**config.mk**
```make
export PLATFORM = sky130hd
export DESIGN_NAME = conv_8x32_comp_reduce
export DESIGN_NICKNAME = d
export VERILOG_FILES = /design/src/rtl/conv_8x32_comp_pkg.sv /design/src/rtl/conv_8x32_comp_lane.sv /design/src/rtl/conv_8x32_comp_reduce.sv
export SDC_FILE = /design/constraint.sdc
export NUM_CORES = 1
export LEC_CHECK = 0
export CELL_PAD_IN_SITES_DETAIL_PLACEMENT = 1
export CELL_PAD_IN_SITES_GLOBAL_PLACEMENT = 1
export CORE_MARGIN = 5
export CORE_UTILIZATION = 39
export CTS_CLUSTER_DIAMETER = 150
export DETAILED_ROUTE_END_ITERATION = 10
export PLACE_DENSITY = 0.86
export SETUP_SLACK_MARGIN = 0.15
export SYNTH_ARGS = -nofsm -noshare
export SYNTH_HDL_FRONTEND = slang
export SYNTH_SLANG_ARGS = --single-unit
```
**constraint.sdc**
```tcl
create_clock -name clk -period 4.22 [get_ports clk]
set_input_delay 0.844 -clock clk [delete_from_list [all_inputs] [get_ports clk]]
set_output_delay 0.844 -clock clk [all_outputs]
set_load 0.1 [all_outputs]
```
**src/rtl/conv_8x32_comp_pkg.sv**
```systemverilog
// Shared types and the compare rule for the multi-lane min/max reducer.
// Optional per-lane index tracking is enabled with the CONV_COMP_INDEX_EN macro.
package conv_8x32_comp_pkg;

   localparam int CONV_DATA_WIDTH = 8;
   localparam int CONV_LANES      = 4;
   localparam int CONV_DEPTH      = 32;

   typedef enum logic [1:0] {
      IDLE = 2'd0,
      ACC  = 2'd1,
      HOLD = 2'd2
   } state_t;

   typedef enum logic {
      CMP_MIN = 1'b0,
      CMP_MAX = 1'b1
   } cmp_mode_t;

   // True when a is strictly better than b; equality never wins, so ties keep the earlier beat.
   function automatic logic better(input logic [CONV_DATA_WIDTH-1:0] a,
                                   input logic [CONV_DATA_WIDTH-1:0] b,
                                   input cmp_mode_t                  mode,
                                   input logic                       signed_en);
      logic gt;
      logic lt;
      if (signed_en) begin
         gt = ($signed(a) > $signed(b));
         lt = ($signed(a) < $signed(b));
      end else begin
         gt = (a > b);
         lt = (a < b);
      end
      return (mode == CMP_MAX) ? gt : lt;
   endfunction

endpackage

```
**src/rtl/conv_8x32_comp_lane.sv**
```systemverilog
// One reduction lane: holds the running extreme value (and, with CONV_COMP_INDEX_EN,
// the beat index where it was seen) and updates it on each accepted beat.
module conv_8x32_comp_lane
   import conv_8x32_comp_pkg::*;
#(
   parameter int DATA_WIDTH = CONV_DATA_WIDTH
`ifdef CONV_COMP_INDEX_EN
   ,
   parameter int IDX_W      = $clog2(CONV_DEPTH)
`endif
) (
   input  logic                  clk,
   input  logic                  rst_n,
   input  logic                  load,
   input  logic                  upd,
   input  logic                  mode_max,
   input  logic                  signed_en,
   input  logic [DATA_WIDTH-1:0] din,
`ifdef CONV_COMP_INDEX_EN
   input  logic [IDX_W-1:0]      idx_in,
   output logic [IDX_W-1:0]      idx_out,
`endif
   output logic [DATA_WIDTH-1:0] val_out
);

   logic [DATA_WIDTH-1:0] val_q, val_d;
   logic                  take;

   always_comb begin
      take  = load | (upd & better(din, val_q, cmp_mode_t'(mode_max), signed_en));
      val_d = val_q;
      if (take) begin
         val_d = din;
      end
   end

   always_ff @(posedge clk) begin
      if (!rst_n) begin
         val_q <= '0;
      end else begin
         val_q <= val_d;
      end
   end

   assign val_out = val_q;

`ifdef CONV_COMP_INDEX_EN
   logic [IDX_W-1:0] idx_q, idx_d;

   always_comb begin
      idx_d = idx_q;
      if (take) begin
         idx_d = idx_in;
      end
   end

   always_ff @(posedge clk) begin
      if (!rst_n) begin
         idx_q <= '0;
      end else begin
         idx_q <= idx_d;
      end
   end

   assign idx_out = idx_q;
`endif

endmodule

```
**src/rtl/conv_8x32_comp_reduce.sv**
```systemverilog
// Streaming multi-lane min/max reducer: one result per frame of LANES-wide beats.
// Define CONV_COMP_INDEX_EN to add per-lane winning-beat indices on m_idx.
module conv_8x32_comp_reduce
   import conv_8x32_comp_pkg::*;
#(
   parameter  int DATA_WIDTH = CONV_DATA_WIDTH,
   parameter  int LANES      = CONV_LANES,
   parameter  int DEPTH      = CONV_DEPTH,
   localparam int IDX_W      = $clog2(DEPTH)
) (
   input  logic                        clk,
   input  logic                        rst_n,
   input  logic                        s_valid,
   output logic                        s_ready,
   input  logic [LANES*DATA_WIDTH-1:0] s_data,
   input  logic                        s_last,
   input  logic                        cfg_max,
   input  logic                        cfg_signed,
   output logic                        m_valid,
   input  logic                        m_ready,
   output logic [LANES*DATA_WIDTH-1:0] m_data,
`ifdef CONV_COMP_INDEX_EN
   output logic [LANES*IDX_W-1:0]      m_idx,
`endif
   output logic                        m_ovf
);

   // Handshake: a beat transfers on a clk edge where s_valid & s_ready, a result
   // on an edge where m_valid & m_ready; neither valid may depend on its ready.
   state_t           state_q, state_d;
   logic             ready_q, ready_d;
   logic [IDX_W-1:0] cnt_q, cnt_d;
   logic             ovf_q, ovf_d;
   cmp_mode_t        mode_q, mode_d;
   logic             signed_q, signed_d;

   logic             accept;
   logic             first;
   logic             upd;
   logic             sat;
   logic [IDX_W-1:0] idx_cur;

   always_comb begin
      state_d  = state_q;
      cnt_d    = cnt_q;
      ovf_d    = ovf_q;
      mode_d   = mode_q;
      signed_d = signed_q;

      accept  = s_valid & ready_q;
      first   = accept & (state_q == IDLE);
      upd     = accept & (state_q == ACC);
      // The first beat of a frame is always index 0, whatever the counter holds.
      idx_cur = (state_q == IDLE) ? '0 : cnt_q;
      sat     = (idx_cur == IDX_W'(DEPTH - 1));

      if (accept) begin
         cnt_d = sat ? idx_cur : idx_cur + 1'b1;
      end

      // A saturated-index beat that is not last means the frame has more than DEPTH beats.
      if (first) begin
         mode_d   = cmp_mode_t'(cfg_max);
         signed_d = cfg_signed;
         ovf_d    = sat & ~s_last;
      end else if (upd) begin
         ovf_d = ovf_q | (sat & ~s_last);
      end

      case (state_q)
         IDLE: if (accept) state_d = s_last ? HOLD : ACC;
         ACC:  if (accept && s_last) state_d = HOLD;
         HOLD: if (m_ready) state_d = IDLE;
         default: state_d = IDLE;
      endcase

      ready_d = (state_d != HOLD);
   end

   always_ff @(posedge clk) begin
      if (!rst_n) begin
         state_q  <= IDLE;
         ready_q  <= 1'b0;
         cnt_q    <= '0;
         ovf_q    <= 1'b0;
         mode_q   <= CMP_MIN;
         signed_q <= 1'b0;
      end else begin
         state_q  <= state_d;
         ready_q  <= ready_d;
         cnt_q    <= cnt_d;
         ovf_q    <= ovf_d;
         mode_q   <= mode_d;
         signed_q <= signed_d;
      end
   end

   assign s_ready = ready_q;
   assign m_valid = (state_q == HOLD);
   assign m_ovf   = ovf_q;

   for (genvar k = 0; k < LANES; k++) begin : g_lane
      conv_8x32_comp_lane #(
         .DATA_WIDTH (DATA_WIDTH)
`ifdef CONV_COMP_INDEX_EN
         ,
         .IDX_W      (IDX_W)
`endif
      ) u_lane (
         .clk       (clk),
         .rst_n     (rst_n),
         .load      (first),
         .upd       (upd),
         .mode_max  (mode_q == CMP_MAX),
         .signed_en (signed_q),
         .din       (s_data[k*DATA_WIDTH +: DATA_WIDTH]),
`ifdef CONV_COMP_INDEX_EN
         .idx_in    (idx_cur),
         .idx_out   (m_idx[k*IDX_W +: IDX_W]),
`endif
         .val_out   (m_data[k*DATA_WIDTH +: DATA_WIDTH])
      );
   end

endmodule

```
# Word level (Yosys, flattened, before mapping)
# Index checks and enable logic that the tools add are counted.
[classes]
add_sub_neg = 1
n_lt_le_gt_ge = 16
eq_ne = 4
muxes = 21
bitwise_logic = 14
reduce_logical = 3
[ops]
columns = ["cell", "count"]
rows = [
  ["> comparator 8 bit", 8],
  ["< comparator 8 bit", 8],
  ["2-to-1 mux 1 bit", 14],
  ["2-to-1 mux 5 bit", 2],
  ["bitwise AND 1 bit", 8],
  ["2-to-1 mux 2 bit", 4],
  ["one-hot mux 2 bit (3 select lines)", 1],
  ["adder 5 x 1 -> 5 bit, second input constant", 1],
  ["== test 5 bit, second input constant", 1],
  ["OR 1 bit", 5],
  ["== test 2 x 1 -> 1 bit, second input constant", 1],
  ["== test 2 bit, second input constant", 1],
  ["zero test 2 bit", 1],
  ["!= test 2 bit, second input constant", 1],
  ["nonzero test 2 bit", 1],
  ["logical AND 1 bit", 1],
  ["NOT 1 bit", 1],
]
[word_totals]
regBits = 43
in_bits = 39
output_inout_bits = 35
wordCells = 69

# Depth between registers and ports, before layout
[depth]
ltp_word = 7
mapped_depth = 9

# Hierarchy
# Synthesis repeated with hierarchy kept, for this count alone.
[hier_totals]
cells_unflattened = 326
hier_area_um2 = 2954.1
[modules_own_cells]
columns = ["module", "n_inst", "cells_per_inst", "area_each_um2", "seq_area_each_um2"]
rows = [
  ["conv_8x32_comp_lane", 4, 67, 604.3, 160.2],
  ["conv_8x32_comp_reduce", 1, 58, 536.8, 220.2],
]

# Least setup slack after synthesis
# Ideal clock, no wire load.
[synth_timing]
path_type = "register to output"
from = "reg state_q[1]"
to = "out m_valid"
t_arrival_ns = 1.820
required_ns = 3.376
slack_ns = 1.556
path_stages_with_launch = 3
path_buffers = 1
path_cell_list = "dfxtp_1 buf_6 nor2b_1"
[synth_between]
elab_chain_len = 1
[synth_rtl]
columns = ["item", "line", "rtl"]
rows = [
  ["from (decl)", "conv_8x32_comp_reduce.sv:30", "state_t state_q, state_d;"],
  ["from (signal assigned)", "conv_8x32_comp_reduce.sv:89", "state_q <= state_d;"],
  ["== test 2 bit", "conv_8x32_comp_reduce.sv:99", "assign m_valid = (state_q == HOLD);"],
  ["to (decl)", "conv_8x32_comp_reduce.sv:19", "output logic m_valid,"],
]
# No other way between the ends.

# Final worst setup path
# Same ends and word-level chain as after synthesis.

==> reports/qor.txt <==
run status: finished, final reports clean
Hold Buf Count CTS: 0
number of remaining DRC errors: 0
setup violators final: 0
synthesized netlist cell count: 344
worst hold start: g_lane[1].u_lane.val_out[3]
clk_skew: 0.00918 ns
switching fraction of total power: 49.1%
crit path DAT: 2.22 ns
H-tree lvl count: 2
Core Util, Final: 51.9%
TritonCTS sink count: 43
initial drt markers: 44
Max Freq: 0.326 GHz
Num CTS Buffers: 5
Syn Nets: 416
root buf cell: clkbuf_8
clock share of power: 15.2%
Final TNS setup: 0 ns
core box area: 7210 um2
first-pass iteration count of the detailed router: 4
TritonCTS clock tree: built
largest net degree at the start of global routing: 35
final WL: 7730 um
count of cell types in the netlist: 35
clock buffer depth: 2
RSZ-0062 raised after global routing: false
CP startpoint kind: register
largest area contributor in the netlist: dfxtp_1
Area Growth Syn to Fin: 30.6%
register area share after synthesis: 30.0%
Max Cap Viol: 0
routed vias: 2640
Starting Density: 39.8%
mean post-synth cell area: 8.34 um2
number of global-route vias before repair: 2748
DPL Wire Length: 6030 um
Internal Pwr Total: 860 uW
drt wl/cell: 15.1 um
Synth Warn #: 0
layout cells sized above 1: 6.76%
DR vias/cell: 5.15
Antenna diodes: 0
reg2reg start: state_q[1]
P_leak: 0.00156 uW
Comb power frac: 54.7%
Routed Antenna Nets: 0
post-cts sizing count: 0
PwrDens: 451 nW/um2
Final nets: 487
CP Capture Type: output pin
row cnt: 31
R2R cell count: 7
RD Place Congestion: 0.770
post-layout instance area: 3750 um2
WS Path Type: reg -> out
Psw: 829 uW
Reg power frac: 30.2%
Final Hold Fails: 0
synth top area cells: dfxtp_1, ha_1, mux2i_1
placed instance area: 3670 um2
Hold Crit Depth: 2
IO Port Bufs: 73
cell area after synthesis: 2870 um2
Critical Path Start: state_q[1]
IO Count: 74
Worst-Margin Slew: 1.00 ns
clk_lat worst skew: 0.30 ns
Yosys top cell area share: 30.0%
maximum fanout along the worst path: 9
GRT overflow: 0
Die Y: 95.8 um
clock transition at the registers of the reported paths: 0.08 ns
relative slew slack: 32.9%
Global Route Usage Sum: 17.1%
Post-CTS Setup Inserts: 0
first-pass GRT wire length: 12500 um
Hold Path Class: reg -> reg
Pins Over Slew Limit: 0
worst vdd ir: 0.176 mV
die area: 9170 um2
Req. time, crit path: 3.38 ns
fin crit share: 72.7%
minimum clock period: 3.07 ns
initial antenna violation count: 0
#FFs+latches synth: 43
Die Span X: 95.8 um
==> synth_stat cells (all sizes together) <==
library cell / count
nand2b: 1
a311oi: 2
a21o: 4
nand4bb: 1
o21ai: 6
nand3: 6
and3: 1
and2: 4
nor4: 1
o31ai: 1
nand4b: 1
buf: 2
nor3: 2
nand4: 8
o2bb2ai: 4
nand2: 80
or2: 1
a211oi: 4
o21ba: 4
clkbuf: 8
a21oi: 18
mux2i: 32
clkinv: 1
dfxtp: 43
nor2: 25
nor2b: 5
ha: 33
o211ai: 8
inv: 34
nand3b: 4
==> sequential cells by signal (all words and copies together) (netlist names) <==
name                   count
cnt_q                      5
g_lane.u_lane.val_out     32
m_ovf                      1
mode_q                     1
s_ready                    1
signed_q                   1
state_q                    2
==> cell usage in the layout (no fill, tap or decap), types with 2 or more instances in the layout <==
cell type        count
a21o_1               4
o211ai_2             4
a21oi_1             18
clkbuf_8             5
and2_1               4
o211ai_1             4
nor2_1              25
o2bb2ai_2            2
mux2i_1             32
nand2_4              4
nand3b_1             4
ha_1                33
o21ai_2              2
a311oi_1             2
inv_1               34
a211oi_1             4
o2bb2ai_4            2
dfxtp_1             43
nand3_1              6
nand4_1              8
o21ai_0              4
o21ba_2              4
clkdlybuf4s50_1     72
nor2b_1              5
nand2_1             76
==> power groups by stage <==
stage          registers [uW]  logic (uW)  clock network, uW
6_report                  509         923                256
5_1_grt                   519         979                275
4_1_cts                   510         933                265
3_5_place_dp              518         927                  0
3_3_place_gp              516         903                  0
2_1_floorplan             891         329                  0
==> cell type report <==
type | count | area (um2)
Inverter | 35 | 131
Fill cell | 891 | 3470
Clock buffer | 6 | 72.6
Multi-Input combinational cell | 256 | 1820
Timing Repair Buffer | 74 | 733
Sequential cell | 43 | 861
Tap cell | 99 | 124
==> final timing paths <==
| kind | endpoint | slack, ns |
|---|---|---|
| hold / removal | g_lane[1].u_lane.val_out[3] | 0.48 |
| setup / recovery | m_valid | 1.15 |
| setup reg to reg | cnt_q[0] | 2.14 |
| hold reg to reg | g_lane[1].u_lane.val_out[3] | 0.48 |
==> through the flow <==
step	hold WS, ns	cells	total power [uW]	setup WS [ns]
5_1_grt	0.501	513	1770	1.02
6_report	0.479	513	1690	1.15
3_3_place_gp	0.455	507	1420	1.35
3_5_place_dp	0.471	507	1450	1.26
2_1_floorplan	0.445	344	1220	1.56
4_1_cts	0.485	513	1710	1.14
==> logic make-up (layout without fill, tap and decap cells) <==
group,after synthesis,after routing,share of synthesized area (%)
DFF,43,43,30.0
and+or+nand+nor,140,140,23.5
muxes,32,32,11.2
adders and majority gates,33,33,14.4
AOI/OAI and AO/OA,51,51,14.6
buffers and inverters,45,115,6.41
==> per-layer routing <==
metal  global-route usage, %  vias up  wire [um]
met5                       0        -          0
met1                    19.7     1283       3310
met4                    4.15        0         79
met3                    2.66        6        230
met2                    32.5       44       4100
li1                        -     1307          -
==> critical path: stages (launching register included) <==
cell and delay [ns]:
dfxtp_1 0.53, nor2b_1 0.24, clkdlybuf4s50_1 1.16
Power figures use the tool's default switching activity.
